File: src/rtl/oclib_csr_space_router.sv
// oclib_csr_space_router: routes one CSR requester to one of Spaces targets, with error responses, timeout and a saturating error count
module oclib_csr_space_router #(
  parameter int Spaces = 4,
  parameter int SpaceWidth = 4,
  parameter int AddressWidth = 32,
  parameter int DataWidth = 32,
  parameter int TimeoutCycles = 1024,
  parameter logic [DataWidth-1:0] ErrorData = 32'hDEAD_0BAD,
  parameter int ErrorCountWidth = 16
) (
  input  logic                        clock,
  input  logic                        reset,
  input  logic                        inRead,
  input  logic                        inWrite,
  input  logic [SpaceWidth-1:0]       inSpace,
  input  logic [AddressWidth-1:0]     inAddress,
  input  logic [DataWidth-1:0]        inWdata,
  output logic                        inReady,
  output logic [DataWidth-1:0]        inRdata,
  output logic                        inError,
  output logic [Spaces-1:0]           outRead,
  output logic [Spaces-1:0]           outWrite,
  output logic [AddressWidth-1:0]     outAddress,
  output logic [DataWidth-1:0]        outWdata,
  input  logic [Spaces-1:0]           outReady,
  input  logic [Spaces*DataWidth-1:0] outRdata,
  input  logic [Spaces-1:0]           outError,
  output logic                        busy,
  output logic [ErrorCountWidth-1:0]  errorCount
);
  typedef enum logic [1:0] {IDLE, WAIT, RESPOND, GAP} state_t;
  state_t state, state_n;
  logic [SpaceWidth-1:0] sel;
  logic is_write, err, req, bad, hit, tmo, hit_err;
  logic [31:0] tcnt;
  logic [Spaces-1:0] sel_oh;
  logic [DataWidth-1:0] sel_data;
  assign req = inRead | inWrite;
  assign bad = (inRead & inWrite) | (32'(inSpace) >= Spaces);
  assign sel_oh = Spaces'(1) << sel;
  assign hit = |(outReady & sel_oh);
  assign hit_err = |(outError & sel_oh);
  assign tmo = (TimeoutCycles != 0) && (tcnt == 32'(TimeoutCycles - 1));
  assign outRead = (state == WAIT && !is_write) ? sel_oh : '0;
  assign outWrite = (state == WAIT && is_write) ? sel_oh : '0;
  assign inReady = state == RESPOND;
  assign inError = inReady & err;
  assign busy = state != IDLE;
  always_comb begin
    sel_data = '0;
    for (int i = 0; i < Spaces; i++)
      if (sel_oh[i]) sel_data = outRdata[i*DataWidth +: DataWidth];
  end
  always_comb begin
    state_n = state;
    case (state)
      IDLE:    state_n = req ? (bad ? RESPOND : WAIT) : IDLE;
      WAIT:    state_n = (hit | tmo) ? RESPOND : WAIT;
      RESPOND: state_n = GAP;
      default: state_n = req ? GAP : IDLE;
    endcase
  end
  always_ff @(posedge clock) begin
    if (!reset) begin
      state <= IDLE;
      sel <= '0;
      is_write <= 1'b0;
      err <= 1'b0;
      tcnt <= '0;
      inRdata <= '0;
      outAddress <= '0;
      outWdata <= '0;
      errorCount <= '0;
    end else begin
      state <= state_n;
      if (state == IDLE && req) begin
        sel <= inSpace;
        is_write <= inWrite;
        outAddress <= inAddress;
        outWdata <= inWdata;
        err <= bad;
        tcnt <= '0;
        inRdata <= bad ? ErrorData : '0;
      end
      if (state == WAIT) begin
        tcnt <= tcnt + 32'd1;
        if (hit) begin
          err <= hit_err;
          inRdata <= hit_err ? ErrorData : is_write ? '0 : sel_data;
        end else if (tmo) begin
          err <= 1'b1;
          inRdata <= ErrorData;
        end
      end
      if (state == RESPOND && err && !(&errorCount)) errorCount <= errorCount + 1'b1;
    end
  end
endmodule

File: config.mk
export PLATFORM = sky130hd
export DESIGN_NAME = oclib_csr_space_router
export DESIGN_NICKNAME = d
export VERILOG_FILES = /design/src/rtl/oclib_csr_space_router.sv
export SDC_FILE = /design/constraint.sdc
export NUM_CORES = 1
export LEC_CHECK = 0
export CAP_MARGIN = 20
export CORE_ASPECT_RATIO = 0.7
export CORE_UTILIZATION = 45
export DETAILED_ROUTE_END_ITERATION = 16
export DONT_BUFFER_PORTS = 1
export PLACE_DENSITY_LB_ADDON = 0.08
export SETUP_SLACK_MARGIN = 0.15
export SYNTH_ARGS = -nofsm -noshare
export SYNTH_HDL_FRONTEND = slang
export SYNTH_SLANG_ARGS = --single-unit
File: constraint.sdc
create_clock -name clock -period 2 [get_ports clock]
set_input_delay 0.4 -clock clock [delete_from_list [all_inputs] [get_ports clock]]
set_output_delay 0.4 -clock clock [all_outputs]
set_load 0.005 [all_outputs]
=== After elaboration in Yosys (flattened, before gate mapping) ===
Cells that the tools add are included.

* Flip-flop bits (word level): 152
* Output and inout bits: 123
* Word-level logic and storage cells: 60

* $add $sub $neg: 2
* $lt $le $gt $ge: 1
* Equality and inequality tests: 3
* Shift operators: 1
* Muxes and demuxes: 24
* Bitwise logic cells: 7
* Reduce and logical (&&, ||, !) cells: 13

{| class="wikitable"
|+ Operators with widths
! cell !! count
|-
| $mux W32 || 13
|-
| $add A32 B1 Y32 const B || 1
|-
| $eq A32 B10 Y1 const B || 1
|-
| $add A16 B1 Y16 const B || 1
|-
| $reduce_and A16 Y1 || 1
|-
| $and A4 B4 Y4 || 2
|-
| $mux W2 || 4
|-
| $mux W4 || 2
|-
| $reduce_or A4 Y1 || 2
|-
| $pmux W2 S3 || 1
|-
| $logic_and A1 B1 Y1 || 5
|-
| $ge A4 B3 Y1 const B || 1
|-
| $mux W1 || 4
|-
| $reduce_bool A2 Y1 || 2
|-
| $shl A1 B4 Y4 const A || 1
|-
| $or A1 B1 Y1 || 3
|-
| $and A1 B1 Y1 || 2
|-
| $eq A2 B1 Y1 const B || 1
|-
| $eq A2 B2 Y1 const B || 1
|-
| $logic_not A1 Y1 || 2
|-
| $logic_not A2 Y1 || 1
|}

=== Depth between registers and ports, before layout ===
Gate-level depths: netlist (run 1).

* Depth in word-level cells: 9
* Depth in mapped cells: 8

=== Worst setup path before layout (run 1) ===
OpenSTA, ideal clock, no wires.

* Path type: register to register
* From: reg sel[0]
* To: reg inRdata[17]
* Library setup time: 0.141 ns
* Data arrival time: 1.753 ns
* Setup slack: 0.106 ns
* Cell stages (with the launch flop): 7
* Cells stage by stage: dfxtp_1 -> buf_2 -> buf_2 -> buf_2 -> mux4_2 -> a32oi_1 -> o21ai_0

* Cells in the longest elaborated chain, start to end: 9

{| class="wikitable"
|+ RTL lines
! item !! RTL line !! text
|-
| from (decl) || 33 || <nowiki>logic [SpaceWidth-1:0] sel;</nowiki>
|-
| from (signal assigned) || 77 || <nowiki>sel <= inSpace;</nowiki>
|-
| $shl A1 B4 Y4 (*) || 40 || <nowiki>assign sel_oh = Spaces'(1) << sel;</nowiki>
|-
| $mux W32 (4 in a row) || 52 || <nowiki>if (sel_oh[i]) sel_data = outRdata[i*DataWidth +: DataWidth];</nowiki>
|-
| $mux W32 (2 in a row) || 89 || <nowiki>inRdata <= hit_err ? ErrorData : is_write ? '0 : sel_data;</nowiki>
|-
| $mux W32 (*) || 87 || <nowiki>if (hit) begin</nowiki>
|-
| $mux W32 (*) || 85 || <nowiki>if (state == WAIT) begin</nowiki>
|-
| to (signal assigned) || 83 || <nowiki>inRdata <= bad ? ErrorData : '0;</nowiki>
|-
| to (signal assigned) || 89 ||
|-
| to (signal assigned) || 92 || <nowiki>inRdata <= ErrorData;</nowiki>
|-
| to (decl) || 19 || <nowiki>output logic [DataWidth-1:0] inRdata,</nowiki>
|}

Every way passes the cells marked *; elsewhere a longest branch is shown, timed or not.
A chain may end at the register's enable or synchronous reset.

=== Worst setup path in the final report (run 1) ===
* From: reg sel[1]
* To: out outRead[0]

* Cells in the longest elaborated chain, start to end: 2

{| class="wikitable"
|+ RTL lines
! item !! RTL line !! text
|-
| $shl A1 B4 Y4 || 40 ||
|-
| $mux W4 || 44 || <nowiki>assign outRead = (state == WAIT && !is_write) ? sel_oh : '0;</nowiki>
|-
| to (decl) || 21 || <nowiki>output logic [Spaces-1:0] outRead,</nowiki>
|}

No other way between the ends.

==> flow_metrics.py, run 1 <==
metrics = {
    "timing": {
        "fin_tns_setup_ns": 0,
        "tightest_slew_ns": 0.4725,
        "fin_crit_sh_pct": 95.12,
        "hold_slack_ns": 0.09390,
        "max_freq_mhz": 525.7,
        "setup_viol": 0,
        "rsz0062_at_grt": "true",
        "fin_crit_ns": 1.902,
        "drv_slew": 0,
        "max_slew_margin_pct": 68.50,
        "final_hold_viol_count": 0,
        "fin_skew_ns": 0.01846,
    },
    "grt": {
        "grt_pass1_wl_um": 37800,
        "grt_max_degree": 67,
        "track_usage_pct": 29.20,
        "grt_pass1_vias": 6568,
        "antenna_found_initial": 2,
        "grt.overflow.total": 0,
    },
    "route": {
        "wl_um": 26750,
        "dr.pass1.iters": 5,
        "drc": 0,
        "wire_per_inst_um": 23.38,
        "vias_per_cell": 6.503,
        "drt_iter0_drc": 619,
        "ant_nets": 0,
        "vias": 7440,
    },
    "floorplan": {
        "start_util_pct": 47.08,
        "fp.dieH_um": 109.7,
        "pin_count": 331,
        "dieWidth_um": 155.8,
        "die_area_um2": 17090,
        "core_um2": 15830,
        "num_rows": 38,
    },
    "logic_synthesis": {
        "synth_area_leader_cell": "dfxtp_1",
        "postSynthAreaPerCell_um2": 8.403,
        "synth-main-ff-cell": "dfxtp_1",
        "synth-seq-cells": 152,
        "async_flop_share_pct": 0,
        "synth_warnings": 0,
        "synth_nets": 1097,
        "synth_edf_count": 0,
        "syn_area_um2": 7453,
        "yosysUniqueCellTypes": 62,
        "synth_top_area_share_pct": 40.83,
        "seq_area_frac_synth_pct": 40.83,
        "synthTopCellsByArea": "dfxtp_1 (41%), a21oi_1 (8.4%), nand2_1 (8.3%), mux2i_1 (5.5%), mux4_2 (4.8%)",
        "netlist_instances": 887,
    },
    "power_and_ir_drop": {
        "p_leak_uw": 0.003237,
        "ir_drop_mv": 0.5469,
        "power_density_nw_per_um2": 907.9,
    },
    "clocking": {
        "cts_tree": "built",
        "holdBufCountCts": 0,
        "clk_path_buf_depth": 2,
        "cts-root-buf": "clkbuf_16",
        "clk_pin_slew_ns": 0.06,
        "clock_sink_count": 152,
        "numCtsBuffers": 17,
        "clk_latency_ns": 0.43,
        "htreeDepth": 4,
    },
    "setup_path": {
        "crit_buf_inv": 1,
        "r2r_setup_slack_ns": 0.12,
        "crit_required_ns": 1.60,
        "slowest_stage": "or3_4",
        "critPathMaxStageDelay_ns": 0.44,
        "critPathArrivalTime_ns": 1.50,
        "start_kind": "flip-flop",
        "worstPathCellList": "buf_6 -> or3_4 -> nor4_4",
        "end_kind": "output port",
        "criticalPathCategory": "reg2out",
        "crit_fanout": 5,
        "cpLargestDelayFamily": "simple AND/OR/NAND/NOR gates",
    },
    "final_layout": {
        "drive_gt1_share_pct": 24.05,
        "fillerInstances": 1383,
        "fin_area_um2": 9309,
        "area_growth_pct": 24.90,
        "nNetsFinal": 1120,
        "finish.utilization_pct": 58.80,
    },
    "placed_design": {
        "portBuffers": 0,
        "placed_cell_area_um2": 7928,
        "gp_congestion": 0.8895,
        "dp_hpwl_um": 18070,
    },
    "status": {
        "status": "complete, no violations",
    },
    "run": {
        "maxCapViolCount": 0,
    },
    "worst_hold_path": {
        "hold_path_class": "in2reg",
    },
}
repair_timing:
| item | in CTS | in global routing |
|---|---|---|
| hold endpoints to repair | 0 | 0 |
| setup endpoints to repair | 47 | 60 |
| gates cloned | 2 | 6 |
| pin swaps | 10 | 18 |
| gates resized for setup | 44 | 65 |
| buffers inserted | 9 | 10 |
per-stage QoR:
| step | setup slack, ns | instances | power [uW] |
|---|---|---|---|
| finish | 0.09766 | 1144 | 8452 |
| global route | 0.04014 | 1144 | 8784 |
| CTS | 0.1070 | 1127 | 8358 |
| detailed placement | 0.03668 | 1084 | 4763 |
| global placement | 0.1103 | 1084 | 4716 |
| floorplan | 0.1568 | 887 | 4342 |
routing by layer:
| layer | wire [um] | share of wire, % | GRT usage (%) | vias up |
|---|---|---|---|---|
| met3 | 2847 | 11 | 12.34 | 50 |
| li1 | - | - | - | 3378 |
| met4 | 722 | 2.7 | 11.13 | 2 |
| met5 | 12 | 0.045 | 0 | - |
| met1 | 10900 | 41 | 37.13 | 3651 |
| met2 | 12270 | 46 | 43.91 | 359 |
worst paths after layout:
kind | from | to | depth (start not counted)
setup reg to reg | tcnt[28] | inRdata[28] | 5
setup / recovery | sel[1] | outRead[0] | 3
hold reg to reg | outWdata[29] | outWdata[29] | 2
hold / removal | reset | err | 2
flip-flops by register name, indices dropped and copies added, names as in the netlist:
signal      count
outAddress     32
sel             4
state           2
inRdata        32
is_write        1
err             1
tcnt           32
outWdata       32
errorCount     16
cells in the mapped netlist, drive strengths merged (9+ instances only):
cell type and count:
nand2 164, dfxtp 152, a21oi 125, clkbuf 59, mux2i 41, o21ai 40
nand3 26, nor2 20, o22ai 20, a311oi 18, buf 18, nand4 18
or4 17, mux4 16, or3 15, inv 13, nor4 11, o311ai 11
o211ai 9
power breakdown:
group | switching [uW] | internal (uW) | total [uW]
Combinational | 850 | 600 | 1450
Clock | 1380 | 2160 | 3540
Sequential | 214 | 3250 | 3470
cells in the final DEF (no fill, tap or decap), types with 7 or more instances in the layout:
cell type / Yosys / final
dfxtp_1: 152 / 130
nand4_1: 16 / 16
a21oi_1: 125 / 120
a311oi_1: 18 / 7
nand3_1: 25 / 23
buf_4: 1 / 54
nor2_1: 19 / 16
a311oi_2: 0 / 11
buf_12: 0 / 7
a32oi_1: 7 / 7
o311ai_0: 11 / 10
or4_1: 16 / 13
buf_6: 1 / 12
dfxtp_2: 0 / 17
nand2_1: 164 / 162
o211ai_1: 9 / 9
mux4_2: 16 / 16
mux2i_1: 41 / 41
o22ai_1: 20 / 20
or3_1: 14 / 12
inv_1: 12 / 11
clkbuf_16: 0 / 21
o21ai_0: 39 / 38
worst register-to-register path, delay by kind of cell, from the launching register on:
kind	cells	cell delay, ns
AOI/OAI and AO/OA	1	0.28
buffers and inverters	1	0.16
DFF	1	0.35
and+or+nand+nor	3	1.02
final cells by class:
type | count | area (um^2) | area share (%)
Timing Repair Buffer | 77 | 780.7 | 8.387
Clock buffer | 18 | 439.2 | 4.718
Inverter | 13 | 50.05 | 0.5376
Clock inverter | 14 | 207.7 | 2.231
Antenna cell | 1 | 2.502 | 0.02688
Sequential cell | 152 | 3083 | 33.12
Tap cell | 220 | 275.3 | 2.957
Multi-Input combinational cell | 649 | 4471 | 48.02
cells by family (layout without fill, tap and decap cells):
| family | Yosys count | count (layout) | synth area share, % |
|---|---|---|---|
| and+or+nand+nor | 317 | 321 | 21.34 |
| AOI/OAI and AO/OA | 266 | 266 | 21.86 |
| DFF | 152 | 152 | 40.83 |
| buffers and inverters | 90 | 122 | 4.919 |
| muxes | 58 | 58 | 10.49 |
| adders and majority gates | 2 | 2 | 0.3357 |
| xor gates and xnor gates | 2 | 2 | 0.2351 |
| other | 0 | 1 | 0 |
No activity file was read; power rests on OpenSTA's default activity.
==> inputs of run 2 (changes only) <==
--- a/config.mk
+++ b/config.mk
@@ -8,6 +8,7 @@
 export CAP_MARGIN = 20
 export CORE_ASPECT_RATIO = 0.7
 export CORE_UTILIZATION = 45
+export CTS_CLUSTER_DIAMETER = 80
 export DETAILED_ROUTE_END_ITERATION = 16
 export DONT_BUFFER_PORTS = 1
 export PLACE_DENSITY_LB_ADDON = 0.08
@@ -15,3 +16,4 @@
 export SYNTH_ARGS = -nofsm -noshare
 export SYNTH_HDL_FRONTEND = slang
 export SYNTH_SLANG_ARGS = --single-unit
+export TNS_END_PERCENT = 5
==> flow_metrics.py, run 2 (synthesis results as in run 1) <==
metrics = {
    "status": {
        "status": "finished, violations left",
        "failed_checks": "negative setup slack",
    },
    "grt": {
        "grt_max_degree": 64,
        "use_met3_pct": 10.64,
        "track_usage_pct": 28.06,
        "gr-max-usage-layer": "met2",
        "grtUsageMet2_pct": 41.23,
        "grt_pass1_vias": 6514,
        "grt.overflow.total": 0,
        "antenna_found_initial": 1,
        "met1_usage_pct": 38.32,
        "grt_pass1_wl_um": 36750,
    },
    "timing": {
        "fin_crit_sh_pct": 100.4,
        "max_freq_mhz": 498.2,
        "setup_viol": 1,
        "fin_skew_ns": 0.01412,
        "max_slew_margin_pct": 69.67,
        "tightest_slew_ns": 0.4540,
        "setup_ws_ns": -0.007241,
        "rsz0062_at_grt": "true",
        "final_hold_viol_count": 0,
        "drv_slew": 0,
        "fin_crit_ns": 2.007,
    },
    "placed_design": {
        "placed_cell_area_um2": 7984,
        "dp_slack_ns": 0.06586,
        "gp_congestion": 1.033,
        "dp_hpwl_um": 18520,
        "portBuffers": 0,
    },
    "final_layout": {
        "area_growth_pct": 21.94,
        "fillerInstances": 1399,
        "nNetsFinal": 1108,
        "mostFrequentLayoutCells": "nand2_1 (163), dfxtp_1 (133), a21oi_1 (121)",
        "antenna_cells": 0,
        "fin_area_um2": 9089,
        "finish.utilization_pct": 57.40,
        "drive_gt1_share_pct": 23.27,
        "final_common_cell": "nand2_1",
    },
    "setup_path": {
        "crit_required_ns": 1.60,
        "slowest_stage": "dfxtp_4",
        "critPathMaxStageDelay_ns": 0.36,
        "end_kind": "output port",
        "critPathArrivalTime_ns": 1.61,
        "criticalPathCategory": "reg2out",
        "r2r_setup_slack_ns": 0.07,
        "crit_fanout": 6,
        "start_kind": "flip-flop",
        "worstPathCellList": "buf_6 -> nand2b_4 -> buf_8 -> nor4_4 -> buf_4",
    },
    "run": {
        "maxCapViolCount": 0,
    },
    "floorplan": {
        "start_util_pct": 47.08,
        "fp.dieH_um": 109.7,
        "pin_count": 331,
        "core_um2": 15830,
        "num_rows": 38,
        "die_area_um2": 17090,
        "dieWidth_um": 155.8,
    },
    "clocking": {
        "clock_sink_count": 152,
        "clk_pin_slew_ns": 0.07,
        "clk_path_buf_depth": 2,
        "clk_latency_ns": 0.43,
        "htreeDepth": 4,
        "numCtsBuffers": 17,
        "cts_tree": "built",
        "holdBufCountCts": 0,
        "cts-root-buf": "clkbuf_16",
    },
    "worst_hold_path": {
        "hold_path_class": "in2reg",
    },
    "power_and_ir_drop": {
        "power_uw": 8329,
        "p_leak_uw": 0.003110,
        "ir_drop_mv": 0.4689,
        "power_density_nw_per_um2": 916.4,
    },
    "route": {
        "wire_per_inst_um": 22.37,
        "ant_nets": 0,
        "vias_per_cell": 6.363,
        "drt_iter0_drc": 572,
        "dr.pass1.iters": 5,
        "vias": 7196,
        "wl_um": 25300,
        "drc": 0,
    },
}
==> run 2: area by class of cell <==
cell class,instances,area [um^2],area share [%]
inverter,13,50.05,0.5507
tap,220,275.3,3.029
multi-input combinational,648,4425,48.69
clock buffer,17,425.4,4.681
sequential,152,3082,33.91
clock inverter,15,205.2,2.258
timing repair buffer,66,625.6,6.883
==> run 2: final timing paths <==
path | startpoint | end | cells past startpoint
max reg2reg | tcnt[28] | inRdata[7] | 5
min | reset | err | 2
max | state[1] | outRead[2] | 5
min reg2reg | outAddress[2] | outAddress[2] | 2
==> run 2: timing repair <==
item                       CTS  global route
hold endpoints to repair     0             0
gates resized for setup     33            64
setup endpoints to repair   31            75
gates cloned                 0             3
setup buffers                2             3
pin swaps                   26            36
==> run 2: layer usage <==
layer | share of wire (%) | vias up | routed length, um
met5 | 0.063 | - | 16
met4 | 1.3 | 2 | 321
met3 | 9.7 | 26 | 2442
met2 | 44 | 306 | 11240
met1 | 45 | 3501 | 11270
li1 | - | 3361 | -
==> run 2: worst max-delay path: cells and delay by family (launching register included) <==
family / cells / cell delay [ns]
buf+inv: 3 / 0.41
flops: 1 / 0.36
simple gates: 2 / 0.39
==> run 2: power breakdown <==
part           switching [uW]  internal, uW  leakage, uW  total [uW]
registers                 212          3250      0.00125        3460
clock network            1440          2020     0.000311        3470
logic                     822           578      0.00155        1400
total                    2480          5850      0.00311        8330
==> run 2: metrics by stage <==
step           cells  hold slack (ns)   TNS [ns]
5_1_grt         1131          0.07706    -0.3446
3_5_place_dp    1091           0.4687          0
6_report        1131          0.07719  -0.007241
4_1_cts         1125          0.06686  -0.002524
3_3_place_gp    1091           0.4652          0
2_1_floorplan    887           0.4527          0
